$ cat config.mk
export PLATFORM = sky130hd
export DESIGN_NAME = store_queue
export DESIGN_NICKNAME = d
export VERILOG_FILES = /design/src/rtl/store_queue.sv
export SDC_FILE = /design/constraint.sdc
export NUM_CORES = 1
export LEC_CHECK = 0
export ABC_AREA = 0
export CELL_PAD_IN_SITES_DETAIL_PLACEMENT = 2
export CELL_PAD_IN_SITES_GLOBAL_PLACEMENT = 2
export CORE_ASPECT_RATIO = 0.7
export CORE_MARGIN = 1
export CORE_UTILIZATION = 41
export DETAILED_ROUTE_END_ITERATION = 10
export GPL_ROUTABILITY_DRIVEN = 0
export PLACE_DENSITY_LB_ADDON = 0.15
export SLEW_MARGIN = 20
export SYNTH_ARGS = -nofsm -noshare
export SYNTH_HDL_FRONTEND = slang
export SYNTH_SLANG_ARGS = --single-unit
$ cat constraint.sdc
create_clock -name clk_i -period 10.2 [get_ports clk_i]
set_clock_uncertainty 0.1 [all_clocks]
set_input_delay 2.04 -clock clk_i [delete_from_list [all_inputs] [get_ports clk_i]]
set_output_delay 2.04 -clock clk_i [all_outputs]
set_load 0.03 [all_outputs]
$ cat src/rtl/store_queue.sv
// store_queue: speculative byte-masked store queue with in-order drain and youngest-first load forwarding
module store_queue #(
    parameter int DEPTH  = 4,
    parameter int ADDR_W = 32,
    parameter int DATA_W = 32,
    parameter int NB     = DATA_W / 8,
    parameter int IDX_W  = $clog2(DEPTH)
) (
    input  logic              clk_i,
    input  logic              rst_i,
    input  logic              alloc_valid_i,
    output logic              alloc_ready_o,
    input  logic [ADDR_W-1:0] alloc_addr_i,
    input  logic [DATA_W-1:0] alloc_data_i,
    input  logic [1:0]        alloc_size_i,
    output logic [IDX_W-1:0]  alloc_idx_o,
    output logic              alloc_err_o,
    input  logic              commit_valid_i,
    input  logic [IDX_W-1:0]  commit_idx_i,
    input  logic [DEPTH-1:0]  discard_i,
    input  logic              ld_valid_i,
    input  logic [ADDR_W-1:0] ld_addr_i,
    input  logic [1:0]        ld_size_i,
    output logic              ld_hit_o,
    output logic [DATA_W-1:0] ld_data_o,
    output logic              ld_stall_o,
    output logic              drain_valid_o,
    input  logic              drain_ready_i,
    output logic [ADDR_W-1:0] drain_addr_o,
    output logic [DATA_W-1:0] drain_data_o,
    output logic [NB-1:0]     drain_be_o,
    output logic [IDX_W:0]    count_o,
    output logic              empty_o,
    output logic              full_o
);
    localparam int OW = $clog2(NB);
    typedef enum logic [1:0] {FREE, SPEC, COMM, DEAD} st_t;
    st_t                    st   [DEPTH];
    st_t                    st_n [DEPTH];
    logic [ADDR_W-OW-1:0]   wa   [DEPTH];
    logic [DATA_W-1:0]      dat  [DEPTH];
    logic [NB-1:0]          be   [DEPTH];
    logic [IDX_W-1:0]       head, tail, j;
    logic [IDX_W:0]         count;
    logic [OW-1:0]          a_off, l_off;
    logic [NB-1:0]          a_be, l_be, cov;
    logic [DATA_W-1:0]      fw;
    logic                   do_alloc, do_ret;

    function automatic logic [NB-1:0] size_mask(input logic [1:0] s);
        return s == 2'd0 ? NB'(1) : s == 2'd1 ? NB'(3) : s == 2'd2 ? {NB{1'b1}} : {NB{1'b0}};
    endfunction

    assign a_off         = alloc_addr_i[OW-1:0];
    assign a_be          = size_mask(alloc_size_i) << a_off;
    assign alloc_err_o   = (alloc_size_i == 2'd3) || (alloc_size_i == 2'd1 && a_off[0]) ||
                           (alloc_size_i == 2'd2 && a_off != '0);
    assign count_o       = count;
    assign full_o        = count == (IDX_W+1)'(DEPTH);
    assign empty_o       = count == '0;
    assign alloc_ready_o = !full_o;
    assign alloc_idx_o   = tail;
    assign do_alloc      = alloc_valid_i && alloc_ready_o && !alloc_err_o;
    assign drain_valid_o = st[head] == COMM;
    assign do_ret        = (drain_valid_o && drain_ready_i) || st[head] == DEAD;
    assign drain_addr_o  = drain_valid_o ? {wa[head], OW'(0)} : '0;
    assign drain_data_o  = drain_valid_o ? dat[head] : '0;
    assign drain_be_o    = drain_valid_o ? be[head] : '0;

    // discard beats commit; a fresh allocation overrides whatever the freed slot saw
    always_comb begin
        for (int i = 0; i < DEPTH; i++) begin
            st_n[i] = st[i];
            if (st[i] == SPEC && discard_i[i])
                st_n[i] = DEAD;
            else if (st[i] == SPEC && commit_valid_i && commit_idx_i == IDX_W'(i))
                st_n[i] = COMM;
            if (do_ret && head == IDX_W'(i))
                st_n[i] = FREE;
            if (do_alloc && tail == IDX_W'(i))
                st_n[i] = SPEC;
        end
    end

    // walk oldest to youngest so younger stores overwrite older bytes
    always_comb begin
        l_off = ld_addr_i[OW-1:0];
        l_be  = size_mask(ld_size_i) << l_off;
        fw    = '0;
        cov   = '0;
        j     = '0;
        for (int k = 0; k < DEPTH; k++) begin
            j = head + IDX_W'(k);
            if ((st[j] == SPEC || st[j] == COMM) && wa[j] == ld_addr_i[ADDR_W-1:OW])
                for (int b = 0; b < NB; b++)
                    if (be[j][b] && l_be[b]) begin
                        fw[8*b +: 8] = dat[j][8*b +: 8];
                        cov[b]       = 1'b1;
                    end
        end
        ld_data_o  = fw >> {l_off, 3'b000};
        ld_hit_o   = ld_valid_i && l_be != '0 && cov == l_be;
        ld_stall_o = ld_valid_i && cov != '0 && cov != l_be;
    end

    always_ff @(posedge clk_i) begin
        if (rst_i) begin
            head  <= '0;
            tail  <= '0;
            count <= '0;
            for (int i = 0; i < DEPTH; i++) st[i] <= FREE;
        end else begin
            st    <= st_n;
            head  <= head + IDX_W'(do_ret);
            tail  <= tail + IDX_W'(do_alloc);
            count <= count + (IDX_W+1)'(do_alloc) - (IDX_W+1)'(do_ret);
        end
    end

    always_ff @(posedge clk_i) begin
        if (do_alloc) begin
            wa[tail]  <= alloc_addr_i[ADDR_W-1:OW];
            dat[tail] <= alloc_data_i << {a_off, 3'b000};
            be[tail]  <= a_be;
        end
    end
endmodule

==> results.sh, run 1 <==
export IMPL_layout_common_cells="edfxtp_1 (264), mux4_2 (251), clkdlybuf4s50_1 (220)"
export IMPL_detail_route_antenna_nets=0
export IMPL_critical_path_class="reg2out"
export IMPL_viasPerCell=6.531
export IMPL_whs_ns=0.4605
export IMPL_fmax_ghz=0.1046
export IMPL_p_per_area_nw_per_um2=146.1
export IMPL_rr_worst_depth=12
export IMPL_r2r_start="head[0]$_SDFF_PP0_"
export IMPL_max_cap_viol_count=0
export IMPL_fp_dieH_um=187.1
export IMPL_drc=0
export IMPL_rows=67
export IMPL_wl_um=73570
export IMPL_tightest_slew_ns=0.9850
export IMPL_yosysWarnings=0
export IMPL_grt_max_degree=143
export IMPL_synthArstFlopShare=0
export IMPL_end_kind="primary output"
export IMPL_timing_critical_path_required_ns=8.06
export IMPL_cts_tree="built"
export IMPL_io_pins=224
export IMPL_ys_seq_elements=279
export IMPL_vias=14910
export IMPL_start_util=0.4172
export IMPL_r2r_slack_ns=6.19
export IMPL_whs_endpoint="st[2]$_SDFFE_PP0P_"
export IMPL_status="finished clean"
export IMPL_fin_nets=1731
export IMPL_min_from="st[2]$_SDFFE_PP0P_"
export IMPL_cts_root_buf="clkbuf_16"
export IMPL_insertion_delay_ns=0.59
export IMPL_p_total_mw=3.489
export IMPL_design_core_area_um2=48120
export IMPL_htree_levels=1
export IMPL_fin_crit_ns=9.559
export IMPL_final_hold_violation_count=0
export IMPL_cp_max_fo=58
export IMPL_synth_cell_types=75
export IMPL_clk_path_buf_depth=3
export IMPL_fin_crit_sh=0.9371
export IMPL_cp_arrival_ns=7.42
export IMPL_grt_overflow=0
export IMPL_drive_gt1_frac=0.2240
export IMPL_portBuffers=221
export IMPL_grt_antenna_before_repair=6
export IMPL_syn_area_um2=20070
export IMPL_cts_made_buffers=31
export IMPL_ys_seq_area_frac=0.4099
export IMPL_grt_pass1_wl_um=108100
export IMPL_drt_initial_drc_count=1529
export IMPL_grt_total_usage=0.2952
export IMPL_post_cts_buffers=0
export IMPL_die_x_um=266.5
export IMPL_slew_violations=0
export IMPL_rsz0062_at_grt="no"
export IMPL_worstSetupStartpoint="head[0]$_SDFF_PP0_"
export IMPL_hold_path_cell_count=2
export IMPL_ir_worst_vdd_v=0.0001346
export IMPL_setup_viol=0
export IMPL_fin_setup_tns_ns=0
export IMPL_synth_edf_count=264
export IMPL_synthToLayoutAreaGrowth_pct=18.92
export IMPL_dp_hpwl_um=53410
export IMPL_clkTransAtPathRegs_ns=0.07
export IMPL_syn_inst=1450
export IMPL_dieArea_um2=49860
export IMPL_wire_per_inst_um=32.23
export IMPL_max_slew_margin=0.3420
export IMPL_hold_class="reg2reg"
export IMPL_final_common_cell="edfxtp_1"
export IMPL_avgSynthCellArea_um2=13.84
export IMPL_r2r_end="count_o[2]$_SDFF_PP0_"
export IMPL_holdBufCountCts=0
export IMPL_synthFlopType="edfxtp_1"
export IMPL_cts_sinks=279
export IMPL_p_leak_nw=7.282
export IMPL_drt_first_pass_iters=5
export IMPL_grt_pass1_vias=15377
export IMPL_post_cts_resized=0
export IMPL_crit_path_start_kind="flop"
==> area by class of cell <==
type | count | area, um2
fill | 4535 | 24250
timing repair buffer | 253 | 2505
tap | 655 | 819.5
antenna | 3 | 7.507
sequential | 279 | 8235
multi-input combinational | 1004 | 11090
inverter | 34 | 127.6
clock inverter | 18 | 267.8
clock buffer | 37 | 818.3
==> Yosys cell counts, drive strengths merged, types with 19 or more instances <==
| cell type | instances | area, um2 |
|---|---|---|
| mux4 | 251 | 5653 |
| nor2 | 55 | 206.5 |
| o21ai | 19 | 95.09 |
| nor2b | 23 | 143.9 |
| clkbuf | 67 | 251.5 |
| buf | 67 | 429.2 |
| edfxtp | 264 | 7928 |
| nand2 | 66 | 247.7 |
| a221o | 22 | 222.7 |
| xnor2 | 107 | 937.2 |
| nand3 | 29 | 150.1 |
| a21oi | 49 | 245.2 |
| mux2i | 59 | 590.6 |
| inv | 34 | 127.6 |
| and2 | 68 | 425.4 |
| nand2b | 21 | 131.4 |
| nand4 | 28 | 175.2 |
==> sequential cells by signal, summed over array words and instances (netlist names) <==
name and count:
dat 128, wa 120, be 16, st 8, count_o 3, alloc_idx_o 2, head 2
==> how the worst max path moves through the flow <==
stage | end | slack [ns] | cells after the start
finish | ld_data_o[0] | 0.64 | 14
global placement | ld_data_o[0] | 1.31 | 10
CTS | ld_data_o[0] | 0.68 | 14
detailed placement | ld_data_o[0] | 1.32 | 10
floorplan | ld_stall_o | 1.56 | 23
global route | ld_data_o[0] | 0.39 | 14
==> critical path: stages (launching register included) <==
cell	delay, ns
dfxtp_4	0.61
inv_1	0.09
buf_4	0.26
ha_4	0.68
buf_12	0.40
mux4_2	0.59
xnor2_1	0.35
nand4_1	0.23
nor4_1	0.70
nand4b_1	0.58
nor4bb_1	0.32
buf_4	0.21
a2111oi_0	0.82
o221ai_1	0.24
clkdlybuf4s50_1	0.64
==> metal layers <==
layer  track usage  share of wire  up-vias
met4       0.05062          0.014        4
met1        0.4430           0.44     8012
met2        0.4431           0.45      647
met3       0.06596          0.089       70
li1              -              -     6177
met5             0        0.00041        -
==> per-stage QoR <==
stage	worst slack, ns	instances	util	cell area (um2)
2_1_floorplan	1.561	1451	-	20080
5_1_grt	0.3881	2282	0.4960	23870
4_1_cts	0.6763	2279	0.4954	23840
6_report	0.6413	2283	0.4961	23870
3_5_place_dp	1.319	2224	0.4728	22750
3_3_place_gp	1.312	2224	0.4728	22750
==> power breakdown <==
| group | switching [mW] | total [mW] | internal (mW) |
|---|---|---|---|
| sequential | 0.0661 | 1.41 | 1.34 |
| clock | 0.490 | 1.23 | 0.743 |
| combinational | 0.478 | 0.849 | 0.371 |
==> cell families after synthesis <==
| logic type | count (synthesis) | share of synthesized area |
|---|---|---|
| DFF | 279 | 0.4099 |
| and+or+nand+nor | 353 | 0.09849 |
| xor gates and xnor gates | 123 | 0.05367 |
| muxes | 320 | 0.3166 |
| buffers and inverters | 168 | 0.04027 |
| other | 1 | 0.0001868 |
| adders and majority gates | 16 | 0.01035 |
| AOI/OAI and AO/OA | 190 | 0.07050 |
Note: power is estimated with default switching activity, not from simulation.
==> inputs of run 2 (changes only) <==
--- a/config.mk
+++ b/config.mk
@@ -13,7 +13,7 @@
 export CORE_UTILIZATION = 41
 export DETAILED_ROUTE_END_ITERATION = 10
 export GPL_ROUTABILITY_DRIVEN = 0
-export PLACE_DENSITY_LB_ADDON = 0.15
+export PLACE_DENSITY_LB_ADDON = 0.1
 export SLEW_MARGIN = 20
 export SYNTH_ARGS = -nofsm -noshare
 export SYNTH_HDL_FRONTEND = slang
==> run 2 against run 1 <==
Utilization down 0.14 points; critical path depth unchanged; sequential cell count unchanged; sequential share of layout area up 0.10 points; clock power down 5%; fmax down 2.2%; global-route usage down 0.49 points; critical path type unchanged; critical endpoint unchanged.
==> results.sh, run 2 (synthesis results as in run 1) <==
export IMPL_status="finished clean"
export IMPL_die_x_um=266.5
export IMPL_fin_crit_ns=9.778
export IMPL_tightest_slew_ns=1.059
export IMPL_io_pins=224
export IMPL_top_register="dat"
export IMPL_ir_worst_vdd_v=0.0001260
export IMPL_grt_pass1_vias=15218
export IMPL_max_slew_margin=0.2938
export IMPL_wire_per_inst_um=31.44
export IMPL_max_cap_viol_count=0
export IMPL_detail_route_antenna_nets=0
export IMPL_end_kind="primary output"
export IMPL_grt_pass1_wl_um=105900
export IMPL_crit_path_start_kind="flop"
export IMPL_grt_antenna_before_repair=8
export IMPL_fin_crit_sh=0.9586
export IMPL_post_cts_buffers=0
export IMPL_clkTransAtPathRegs_ns=0.05
export IMPL_viasPerCell=6.447
export IMPL_hold_class="reg2reg"
export IMPL_final_hold_violation_count=0
export IMPL_reg_largest_list="dat (128), wa (120), be (16)"
export IMPL_p_leak_nw=7.259
export IMPL_htree_levels=2
export IMPL_post_dp_cell_area_um2=22760
export IMPL_fin_setup_tns_ns=0
export IMPL_seq_area_um2=8235
export IMPL_cts_root_buf="clkbuf_16"
export IMPL_multiInputGateArea_um2=11090
export IMPL_wl_um=71930
export IMPL_fillers=4547
export IMPL_dp_hpwl_um=52180
export IMPL_cts_made_buffers=34
export IMPL_portBuffers=221
export IMPL_rsz0062_at_grt="no"
export IMPL_fp_dieH_um=187.1
export IMPL_critical_path_class="reg2out"
export IMPL_p_per_area_nw_per_um2=143.6
export IMPL_grt_max_degree=126
export IMPL_cp_arrival_ns=7.64
export IMPL_clk_path_buf_depth=3
export IMPL_cts_sinks=279
export IMPL_drive_gt1_frac=0.2216
export IMPL_whs_ns=0.4787
export IMPL_start_util=0.4172
export IMPL_timing_critical_path_required_ns=8.06
export IMPL_fmax_ghz=0.1023
export IMPL_fin_nets=1736
export IMPL_final_common_cell="edfxtp_1"
export IMPL_drt_initial_drc_count=1324
export IMPL_design_core_area_um2=48120
export IMPL_final_area_um2=23800
export IMPL_layout_common_cells="edfxtp_1 (264), mux4_2 (251), clkdlybuf4s50_1 (220)"
export IMPL_setup_viol=0
export IMPL_cp_max_fo=50
export IMPL_cts_tree="built"
export IMPL_insertion_delay_ns=0.52
export IMPL_rows=67
export IMPL_grt_overflow=0
export IMPL_drc=0
export IMPL_drt_first_pass_iters=5
export IMPL_holdBufCountCts=0
export IMPL_post_cts_resized=0
export IMPL_dieArea_um2=49860
export IMPL_slew_violations=0
export IMPL_largest_register_ffs=128
export IMPL_grt_total_usage=0.2904
export IMPL_vias=14751
export IMPL_synthToLayoutAreaGrowth_pct=18.58
[run 2: changes by cell type in the layout (fill, tap and decap cells not counted), moves of 2 or more]
cell,previous run,this run
clkbuf_16,31,35
clkinv_2,6,4
clkinv_1,3,5
clkbuf_1,4,9
buf_4,28,32
bufinv_16,7,2
[run 2: final cells by class]
class,count,area share
Sequential cell,279,0.3460
Multi-Input combinational cell,1004,0.4660
Clock inverter,12,0.004521
Timing Repair Buffer,255,0.1045
Antenna cell,4,0.0004205
Inverter,34,0.005362
Tap cell,655,0.03443
Clock buffer,45,0.03879
[run 2: report_power, final]
group          switching, mW  total (mW)  internal, mW
sequential            0.0669        1.41          1.34
combinational          0.471       0.841         0.370
clock                  0.484        1.17         0.684
[run 2: worst max-delay path, stage by stage, from the launching register on]
cell and delay, ns:
dfxtp_4 0.68, inv_1 0.11, buf_4 0.26, ha_4 0.87
buf_4 0.44, mux4_2 0.56, xnor2_1 0.22, o2111ai_1 0.29
nor4_1 0.82, nand4b_1 0.62, nor4bb_1 0.32, buf_4 0.21
a2111oi_1 0.74, o221ai_1 0.29, clkdlybuf4s50_1 0.65
[run 2: metrics by stage]
step	setup slack, ns	power, mW	cells	util
6_report	0.4218	3.417	2288	0.4947
5_1_grt	0.01650	3.537	2285	0.4945
4_1_cts	0.06205	3.437	2284	0.4944
3_5_place_dp	0.8229	2.261	2227	0.4730
3_3_place_gp	1.116	2.240	2227	0.4730
2_1_floorplan	1.561	1.953	1451	-
[run 2: path summary, 6_finish.rpt]
check                           from                     to  slack [ns]  cells after the start
setup / recovery  head[0]$_SDFF_PP0_           ld_data_o[0]        0.42                     14
hold / removal    st[7]$_SDFFE_PP0P_     st[7]$_SDFFE_PP0P_        0.48                      2
setup reg to reg  head[0]$_SDFF_PP0_  count_o[2]$_SDFF_PP0_        4.88                     14
hold reg to reg   st[7]$_SDFFE_PP0P_     st[7]$_SDFFE_PP0P_        0.48                      2
[run 2: metal layers]
layer | track usage | part of all wire | routed length (um)
met3 | 0.09452 | 0.10 | 7430
met1 | 0.4282 | 0.44 | 31800
met5 | 0 | 0.00018 | 13
met2 | 0.4219 | 0.44 | 31670
met4 | 0.05018 | 0.014 | 1011
